$ cat config.mk
export PLATFORM = sky130hd
export DESIGN_NAME = axis_packet_sequencer
export DESIGN_NICKNAME = d
export VERILOG_FILES = /design/src/rtl/axis_packet_sequencer.sv
export SDC_FILE = /design/constraint.sdc
export NUM_CORES = 1
export LEC_CHECK = 0
export CAP_MARGIN = 20
export CORE_ASPECT_RATIO = 1.2
export CORE_MARGIN = 2
export CORE_UTILIZATION = 41
export CTS_CLUSTER_DIAMETER = 40
export DETAILED_ROUTE_END_ITERATION = 8
export GPL_TIMING_DRIVEN = 0
export PLACE_DENSITY = 0.77
export SETUP_SLACK_MARGIN = 0.2
export SYNTH_ARGS = -nofsm -noshare
export SYNTH_HDL_FRONTEND = slang
export SYNTH_SLANG_ARGS = --single-unit
export TNS_END_PERCENT = 50
$ cat constraint.sdc
create_clock -name clk -period 3.9 [get_ports clk]
set_input_delay 0.78 -clock clk [delete_from_list [all_inputs] [get_ports clk]]
set_output_delay 0.78 -clock clk [all_outputs]
set_load 0.02 [all_outputs]
$ cat src/rtl/axis_packet_sequencer.sv
// Splits an AXI-Stream beat sequence into fixed-size datapoints of PACKETS_NUM beats.
// Each accepted beat is re-issued one cycle later with a one-hot packet strobe.
module axis_packet_sequencer #(
    parameter int unsigned C_S00_AXIS_TDATA_WIDTH = 32,
    parameter int unsigned PACKETS_NUM            = 13,
    parameter int unsigned CNT_W                  = 8
) (
    input  logic                              clk,
    input  logic                              rst,
    input  logic [C_S00_AXIS_TDATA_WIDTH-1:0] s_axis_tdata,
    input  logic                              s_axis_tvalid,
    input  logic                              s_axis_tlast,
    output logic                              s_axis_tready,
    input  logic                              finish,
    output logic [C_S00_AXIS_TDATA_WIDTH-1:0] x,
    output logic [PACKETS_NUM-1:0]            valid,
    output logic [CNT_W-1:0]                  packet_counter,
    output logic                              last,
    output logic [31:0]                       dp_count,
    output logic                              proto_err
);

    typedef enum logic [0:0] {StRecv, StWait} state_e;

    localparam logic [CNT_W-1:0]       LastIdx = CNT_W'(PACKETS_NUM - 1);
    localparam logic [PACKETS_NUM-1:0] OneHot0 = PACKETS_NUM'(1);

    state_e           state_q;
    logic [CNT_W-1:0] pkt_idx_q;
    logic             accept;

    // Gating with rst keeps tready low during reset even though state only clears at the edge.
    assign s_axis_tready = (state_q == StRecv) && !rst;
    assign accept        = s_axis_tvalid && s_axis_tready;

    always_ff @(posedge clk) begin
        if (rst) begin
            state_q        <= StRecv;
            pkt_idx_q      <= '0;
            x              <= '0;
            valid          <= '0;
            packet_counter <= '0;
            last           <= 1'b0;
            dp_count       <= '0;
            proto_err      <= 1'b0;
        end else begin
            valid <= '0;
            last  <= 1'b0;
            unique case (state_q)
                StRecv: begin
                    if (accept) begin
                        x              <= s_axis_tdata;
                        packet_counter <= pkt_idx_q;
                        valid          <= OneHot0 << pkt_idx_q;
                        if (pkt_idx_q == LastIdx) begin
                            pkt_idx_q <= '0;
                            dp_count  <= dp_count + 32'd1;
                            last      <= s_axis_tlast;
                            state_q   <= StWait;
                        end else if (s_axis_tlast) begin
                            // Early tlast: drop the partial datapoint and resync to packet 0.
                            pkt_idx_q <= '0;
                            proto_err <= 1'b1;
                        end else begin
                            pkt_idx_q <= pkt_idx_q + CNT_W'(1);
                        end
                    end
                end
                StWait: begin
                    if (finish) begin
                        state_q <= StRecv;
                    end
                end
                default: state_q <= StRecv;
            endcase
        end
    end

endmodule
# After elaboration in Yosys (flattened, before gate mapping)
# Index checks and enable logic that the tools add are counted.
# W data, S select, Z words.
[classes] n_addsub=2 n_eq_ne=1 n_shift=1 muxes=6 bitwise_logic=3 reduce_logical=8
[op_table] operator="$add A32 B1 Y32 const B" n=1
[op_table] operator="$mux W8" n=2
[op_table] operator="$shl A1 B8 Y13 const A" n=1
[op_table] operator="$add A8 B1 Y8 const B" n=1
[op_table] operator="$eq A8 B4 Y1 const B" n=1
[op_table] operator="$reduce_and A4 Y1" n=1
[op_table] operator="$reduce_or A4 Y1" n=1
[op_table] operator="$mux W1" n=3
[op_table] operator="$not A1 Y1" n=3
[op_table] operator="$reduce_and A3 Y1" n=1
[op_table] operator="$reduce_or A3 Y1" n=1
[op_table] operator="$logic_and A1 B1 Y1" n=2
[op_table] operator="$pmux W1 S2" n=1
[op_table] operator="$reduce_and A2 Y1" n=1
[op_table] operator="$logic_not A1 Y1" n=1
[totals] reg_bits=96 wordCells=29

# Longest topological paths before layout
# Gate-level depths: netlist of run 1.
[logic_depth] depth_word=5 ltp_mapped=8

# Worst setup path before layout of run 1
# No wires, ideal clock.
[synth_path] path_kind="input port to output port" startpoint="input rst" endpoint="output s_axis_tready" t_arrival_ps=1680 slack_ps=1440 path_stages=4 path_buffers=3 path_cell_list="clkbuf_1 clkbuf_1 clkbuf_1 nor2_1"
[synth_via] elab_chain_cells=2
[synth_lines] element="start: declaration" line="9" text="input logic rst,"
[synth_lines] element="$logic_not A1 Y1" line="33" text="assign s_axis_tready = (state_q == StRecv) && !rst;"
[synth_lines] element="$logic_and A1 B1 Y1" line="33"
[synth_lines] element="end: declaration" line="13" text="output logic s_axis_tready,"
# Every way passes these cells.

# Worst setup path after layout of run 1
# Same ends and word-level chain as after synthesis.

==> results.py, run 1 <==
metrics = {
    "final_layout": {
        "final_cell_count_no_fill": 700,
        "drive_gt1_frac": 0.0414,
        "nNetsFinal": 615,
        "num_antenna_cells": 0,
        "final_util": 0.597,
        "area_growth_pct": 42.2,
    },
    "grt": {
        "grt-ovfl-total": 0,
        "grt_first_pass_wirelength_um": 16300,
        "grt_usage": 0.202,
        "grt_pass1_vias": 3515,
        "antenna_found_initial": 0,
        "grt_max_degree": 17,
    },
    "floorplan": {
        "start_util": 0.419,
        "pin_count": 125,
        "die_w_um": 91.8,
        "core_sq_um": 9030,
        "dieHeight_um": 109,
        "placementRows": 38,
        "die_area_sq_um": 10000,
    },
    "sta": {
        "fin_tns_setup_ns": 0,
        "setup_viol_count_final": 0,
        "post-route-period-util": 0.860,
        "fmax_ghz": 0.298,
        "post-route-min-period_ns": 3.35,
        "max-slew-margin-rel": 0.357,
        "skew_ns": 0.0129,
        "final-hold-violation-count": 0,
        "tightest_slew_ns": 0.958,
        "rsz0062_at_grt": "no",
        "slew_viol_final": 0,
    },
    "detailed_routing": {
        "routed_wirelength_um": 9650,
        "vias": 3497,
        "first_iter_violations": 156,
        "wire_per_inst_um": 13.8,
        "route.detailed.drc": 0,
        "via_per_inst": 5.00,
        "drtAntennaViolNets": 0,
        "first_pass_iters": 5,
    },
    "setup_path": {
        "slowest_stage": "clkdlybuf4s50_1",
        "worstPathRequired_ns": 3.12,
        "cpPeakStageDelay_ns": 0.55,
        "crit_arrival_ns": 2.57,
        "endpoint_kind": "primary output",
        "cp_top_family": "buffers and inverters",
        "worst_path_most_repeated_cell": "clkbuf_1",
        "rrSetupSlack_ns": 1.56,
        "worst-setup-path-type": "in2out",
        "critPathLaunchType": "primary input",
        "crit_buf_inv": 4,
        "crit_chain": "clkbuf_1, clkbuf_1, clkbuf_1, nor2_1, clkdlybuf4s50_1",
        "cp_max_fo": 10,
    },
    "clock_network": {
        "post_cts_buffers": 0,
        "clk_pin_slew_ns": 0.09,
        "tritoncts": "done",
        "insertion_delay_ns": 0.37,
        "numCtsBuffers": 9,
        "holdBufCountCts": 0,
        "cts_max_level": 3,
        "cts_buffer_depth": 2,
        "root_buffer": "clkbuf_8",
        "cts_sinks": 96,
        "cts_resized": 0,
    },
    "synthesis": {
        "syn_area_sq_um": 3790,
        "synth-main-ff-cell": "dfxtp_1",
        "synth_top_area_cell": "dfxtp_1",
        "yosysWarningCount": 0,
        "syn_nets": 481,
        "ys_seq_area_frac": 0.507,
        "syn_avg_cell_area_sq_um": 8.59,
        "synth.top_cells.by_area": "dfxtp_1, nand2_1, nand3b_1",
        "synth-seq-cells": 96,
        "syn_inst": 441,
        "netlist-cell-type-count": 36,
        "synth-edff-count": 0,
        "async_flop_share": 0,
        "synth_top_area_frac": 0.507,
    },
    "pwr": {
        "power_density_nw_per_um2": 356,
        "p_leak_uw": 0.00201,
        "vdd_ir_drop_max_v": 0.000197,
    },
    "job": {
        "maxCapViolCount": 0,
    },
    "place": {
        "dp_hpwl_um": 7050,
        "io_buffers": 123,
        "placedCellCount": 684,
        "globalplace.congestion": 0.859,
    },
    "status": {
        "outcome": "complete, no violations",
    },
    "hold_path": {
        "hold_class": "reg2reg",
    },
}
==> layout make-up <==
type	count	area, sq um
Buffer	24	91.3
Clock buffer	9	124
Clock inverter	7	95.1
Fill cell	821	3640
Inverter	6	22.5
Multi-Input combinational cell	315	1750
Sequential cell	96	1920
Tap cell	120	150
Timing Repair Buffer	123	1230
==> layout by cell type (no fill, tap or decap), drive strengths merged, types with 4 or more instances in the layout <==
cell	netlist	final
buf	4	4
dfxtp	96	96
or3	7	7
xor2	20	20
inv	6	7
nand2	96	96
nor3	8	8
nand4	12	12
and3	4	4
nor4	4	4
o21ai	8	8
nand3b	36	36
nor2	46	46
clkbuf	20	29
xnor2	7	7
and4	6	6
a21oi	18	18
nand3	20	20
clkdlybuf4s50	0	123
==> worst reg2reg max path: cells and delay by family, from the launching register on <==
kind | cells | cell delay (ns)
DFF | 1 | 0.46
AOI/OAI and AO/OA | 1 | 0.15
and+or+nand+nor | 4 | 1.68
==> routing by layer <==
| metal | up-vias | GRT usage | part of all wire |
|---|---|---|---|
| met4 | 0 | 0.0864 | 0.018 |
| li1 | 1751 | - | - |
| met1 | 1633 | 0.235 | 0.42 |
| met5 | - | 0 | 0 |
| met2 | 102 | 0.353 | 0.49 |
| met3 | 11 | 0.0514 | 0.067 |
==> worst paths after layout <==
path                startpoint                 to  cells past startpoint
max                        rst      s_axis_tready                      5
min          packet_counter[4]  packet_counter[4]                      2
max reg2reg        dp_count[2]       dp_count[31]                      5
min reg2reg  packet_counter[4]  packet_counter[4]                      2
==> through the flow <==
| step | setup slack (ns) | cell area (sq um) | total power (uW) | hold WS (ns) |
|---|---|---|---|---|
| after CTS | 0.530 | 5390 | 1940 | 0.462 |
| after floorplan | 1.44 | 3790 | 1130 | 0.456 |
| final | 0.547 | 5390 | 1920 | 0.462 |
| after global placement | 0.599 | 5170 | 1230 | 0.447 |
| after detailed placement | 0.538 | 5170 | 1230 | 0.449 |
| after global routing | 0.384 | 5390 | 2000 | 0.499 |
==> sequential cells by signal (all words and copies together) (netlist names) <==
name and cells:
packet_counter 8, proto_err 1, valid 13, last 1
x 32, state_q 1, pkt_idx_q 8, dp_count 32
==> cells by family (layout without fill, tap and decap cells) <==
kind of cell | Yosys count | in the layout | share of synthesized area
fa+ha+maj | 3 | 3 | 0.00991
simple gates | 254 | 254 | 0.346
buf+inv | 30 | 169 | 0.0301
xor+xnor | 27 | 27 | 0.0624
flops | 96 | 96 | 0.507
compound gates | 31 | 31 | 0.0439
==> cell usage after synthesis, types with 2 or more instances <==
| cell type | instances |
|---|---|
| nor3_1 | 8 |
| ha_1 | 3 |
| nor2_1 | 46 |
| inv_1 | 6 |
| xnor2_1 | 7 |
| and3_1 | 4 |
| nand2b_1 | 2 |
| or4_1 | 3 |
| nand3b_1 | 36 |
| and4_1 | 6 |
| a21oi_1 | 18 |
| dfxtp_1 | 96 |
| o31ai_1 | 3 |
| nand3_1 | 20 |
| and2_1 | 2 |
| o21ai_0 | 8 |
| nand2_1 | 96 |
| buf_1 | 3 |
| clkbuf_1 | 20 |
| or2_2 | 2 |
| nor4_1 | 3 |
| or3_1 | 6 |
| nand4_1 | 11 |
| xor2_1 | 20 |
==> power breakdown <==
group / leakage [uW] / internal, uW / total [uW] / switching [uW]
clock: 0.000110 / 362 / 713 / 351
sequential: 0.000781 / 1010 / 1020 / 14.2
combinational: 0.00112 / 94.7 / 188 / 93.6
No activity file was read; power rests on OpenSTA's default activity.
==> run 2: changes to the inputs <==
- CORE_MARGIN: 2 -> default
- SKIP_LAST_GASP: default -> 1
==> run 2 against run 1 <==
Net effect: critical path depth stayed put; via count decreased by 0.63%; combinational power barely moved; clock skew down 0.0024 ns; count of clock-buffer cells in the layout is 1 higher; first-iteration DRC count fell by 12%; design area fell by 0.60%; global-route usage down 0.46 points; sequential cell count unchanged; total power down 4.4%.
==> results.py, run 2 (same netlist as run 1, synthesis figures left out) <==
metrics = {
    "detailed_routing": {
        "first_pass_iters": 4,
        "drtAntennaViolNets": 0,
        "wire_per_inst_um": 13.4,
        "via_per_inst": 4.97,
        "route.detailed.drc": 0,
        "first_iter_violations": 138,
        "routed_wirelength_um": 9370,
        "vias": 3475,
    },
    "setup_path": {
        "r2r-start": "pkt_idx_q[1]",
        "endpoint_kind": "primary output",
        "setup.worst_path.end": "s_axis_tready",
        "crit_path_start": "rst",
        "crit_arrival_ns": 2.59,
        "critPathLaunchType": "primary input",
        "worstPathRequired_ns": 3.12,
        "worst-r2r-cell-count": 7,
        "rrSetupSlack_ns": 1.51,
        "cp_max_fo": 10,
        "worst-setup-path-type": "in2out",
        "timing.rr.end": "dp_count[28]",
    },
    "grt": {
        "top_usage_layer": "met2",
        "grt_first_pass_wirelength_um": 15400,
        "grt-ovfl-total": 0,
        "grt_max_degree": 16,
        "grtUsageMet2": 0.357,
        "grt_pass1_vias": 3396,
        "grt_usage": 0.197,
        "antenna_found_initial": 0,
        "gr-usage-met1": 0.224,
        "grt_use_met3": 0.0473,
    },
    "floorplan": {
        "start_util": 0.422,
        "core_sq_um": 8990,
        "die_area_sq_um": 9630,
        "die_w_um": 89.8,
        "dieHeight_um": 107,
        "pin_count": 125,
        "placementRows": 38,
    },
    "pwr": {
        "power_density_nw_per_um2": 343,
        "vdd_ir_drop_max_v": 0.000217,
        "p_leak_uw": 0.00199,
    },
    "final_layout": {
        "layout_common_cells": "clkdlybuf4s50_1, nand2_1, dfxtp_1, nor2_1, nand3b_1",
        "reg.largest.list": "dp_count: 32 flops, x: 32 flops, valid: 13 flops",
        "final_cell_count_no_fill": 699,
        "nFillCells": 788,
        "nNetsFinal": 615,
        "area_growth_pct": 41.4,
        "drive_gt1_frac": 0.0380,
        "num_antenna_cells": 0,
        "layout_commonest_cell": "clkdlybuf4s50_1",
    },
    "sta": {
        "fin_tns_setup_ns": 0,
        "slew_viol_final": 0,
        "post-route-period-util": 0.863,
        "max-slew-margin-rel": 0.364,
        "setup_viol_count_final": 0,
        "rsz0062_at_grt": "no",
        "tightest_slew_ns": 0.947,
        "skew_ns": 0.0105,
        "final-hold-violation-count": 0,
        "post-route-min-period_ns": 3.37,
        "fmax_ghz": 0.297,
    },
    "job": {
        "maxCapViolCount": 0,
    },
    "clock_network": {
        "numCtsBuffers": 9,
        "tritoncts": "done",
        "clk_pin_slew_ns": 0.09,
        "insertion_delay_ns": 0.35,
        "holdBufCountCts": 0,
        "cts_resized": 0,
        "root_buffer": "clkbuf_8",
        "post_cts_buffers": 0,
        "cts_sinks": 96,
        "cts_buffer_depth": 2,
        "cts_max_level": 3,
    },
    "hold_path": {
        "hold_class": "reg2reg",
        "hold_path.startpoint": "packet_counter[4]",
    },
    "status": {
        "outcome": "complete, no violations",
    },
    "place": {
        "placedCellCount": 684,
        "io_buffers": 123,
        "globalplace.congestion": 0.847,
        "dp_hpwl_um": 6860,
    },
}
run 2: changes by cell type in the layout (fill, tap and decap cells not counted), sizes merged:
cell,delta
bufinv,-1
clkinv,-1
clkinvlp,+1
inv,-1
clkbuf,+1
run 2: per-layer routing:
metal	wire, um	part of all wire
met1	3980	0.42
met2	4700	0.50
met3	572	0.061
met4	121	0.013
met5	0	0
run 2: stage by stage:
stage | power [uW] | worst slack [ns] | utilization | area [sq um] | hold slack (ns)
6_report | 1840 | 0.532 | 0.596 | 5360 | 0.466
2_1_floorplan | 1130 | 1.44 | - | 3790 | 0.456
3_3_place_gp | 1230 | 0.515 | 0.575 | 5170 | 0.448
3_5_place_dp | 1230 | 0.508 | 0.575 | 5170 | 0.455
5_1_grt | 1910 | 0.376 | 0.596 | 5360 | 0.498
4_1_cts | 1860 | 0.507 | 0.596 | 5360 | 0.468
run 2: worst min path at each step:
stage / endpoint / slack, ns / depth (start not counted)
after floorplan: packet_counter[7] / 0.46 / 2
after global placement: packet_counter[2] / 0.45 / 2
after detailed placement: packet_counter[4] / 0.46 / 2
after CTS: packet_counter[4] / 0.47 / 2
after global routing: x[20] / 0.50 / 2
final: packet_counter[4] / 0.47 / 2
run 2: power breakdown:
part / total, uW / switching, uW / internal [uW] / leakage, uW
combinational: 188 / 93.3 / 94.7 / 0.00112
sequential: 1020 / 13.6 / 1010 / 0.000781
clock: 629 / 336 / 293 / 0.0000883
run 2: critical path, cell delays in order:
cell	delay [ns]
clkbuf_1	0.33
clkbuf_1	0.34
clkbuf_1	0.44
nor2_1	0.13
clkdlybuf4s50_1	0.56
run 2: layout make-up:
type	count	area, sq um	share of cell area
well taps	120	150	0.0280
plain buffers	24	91.3	0.0171
flip-flops and latches	96	1920	0.359
inverters	6	22.5	0.00420
repair buffers	123	1230	0.230
multi-input cells	315	1750	0.327
clock buffers	10	128	0.0238
clock inverters	5	58.8	0.0110
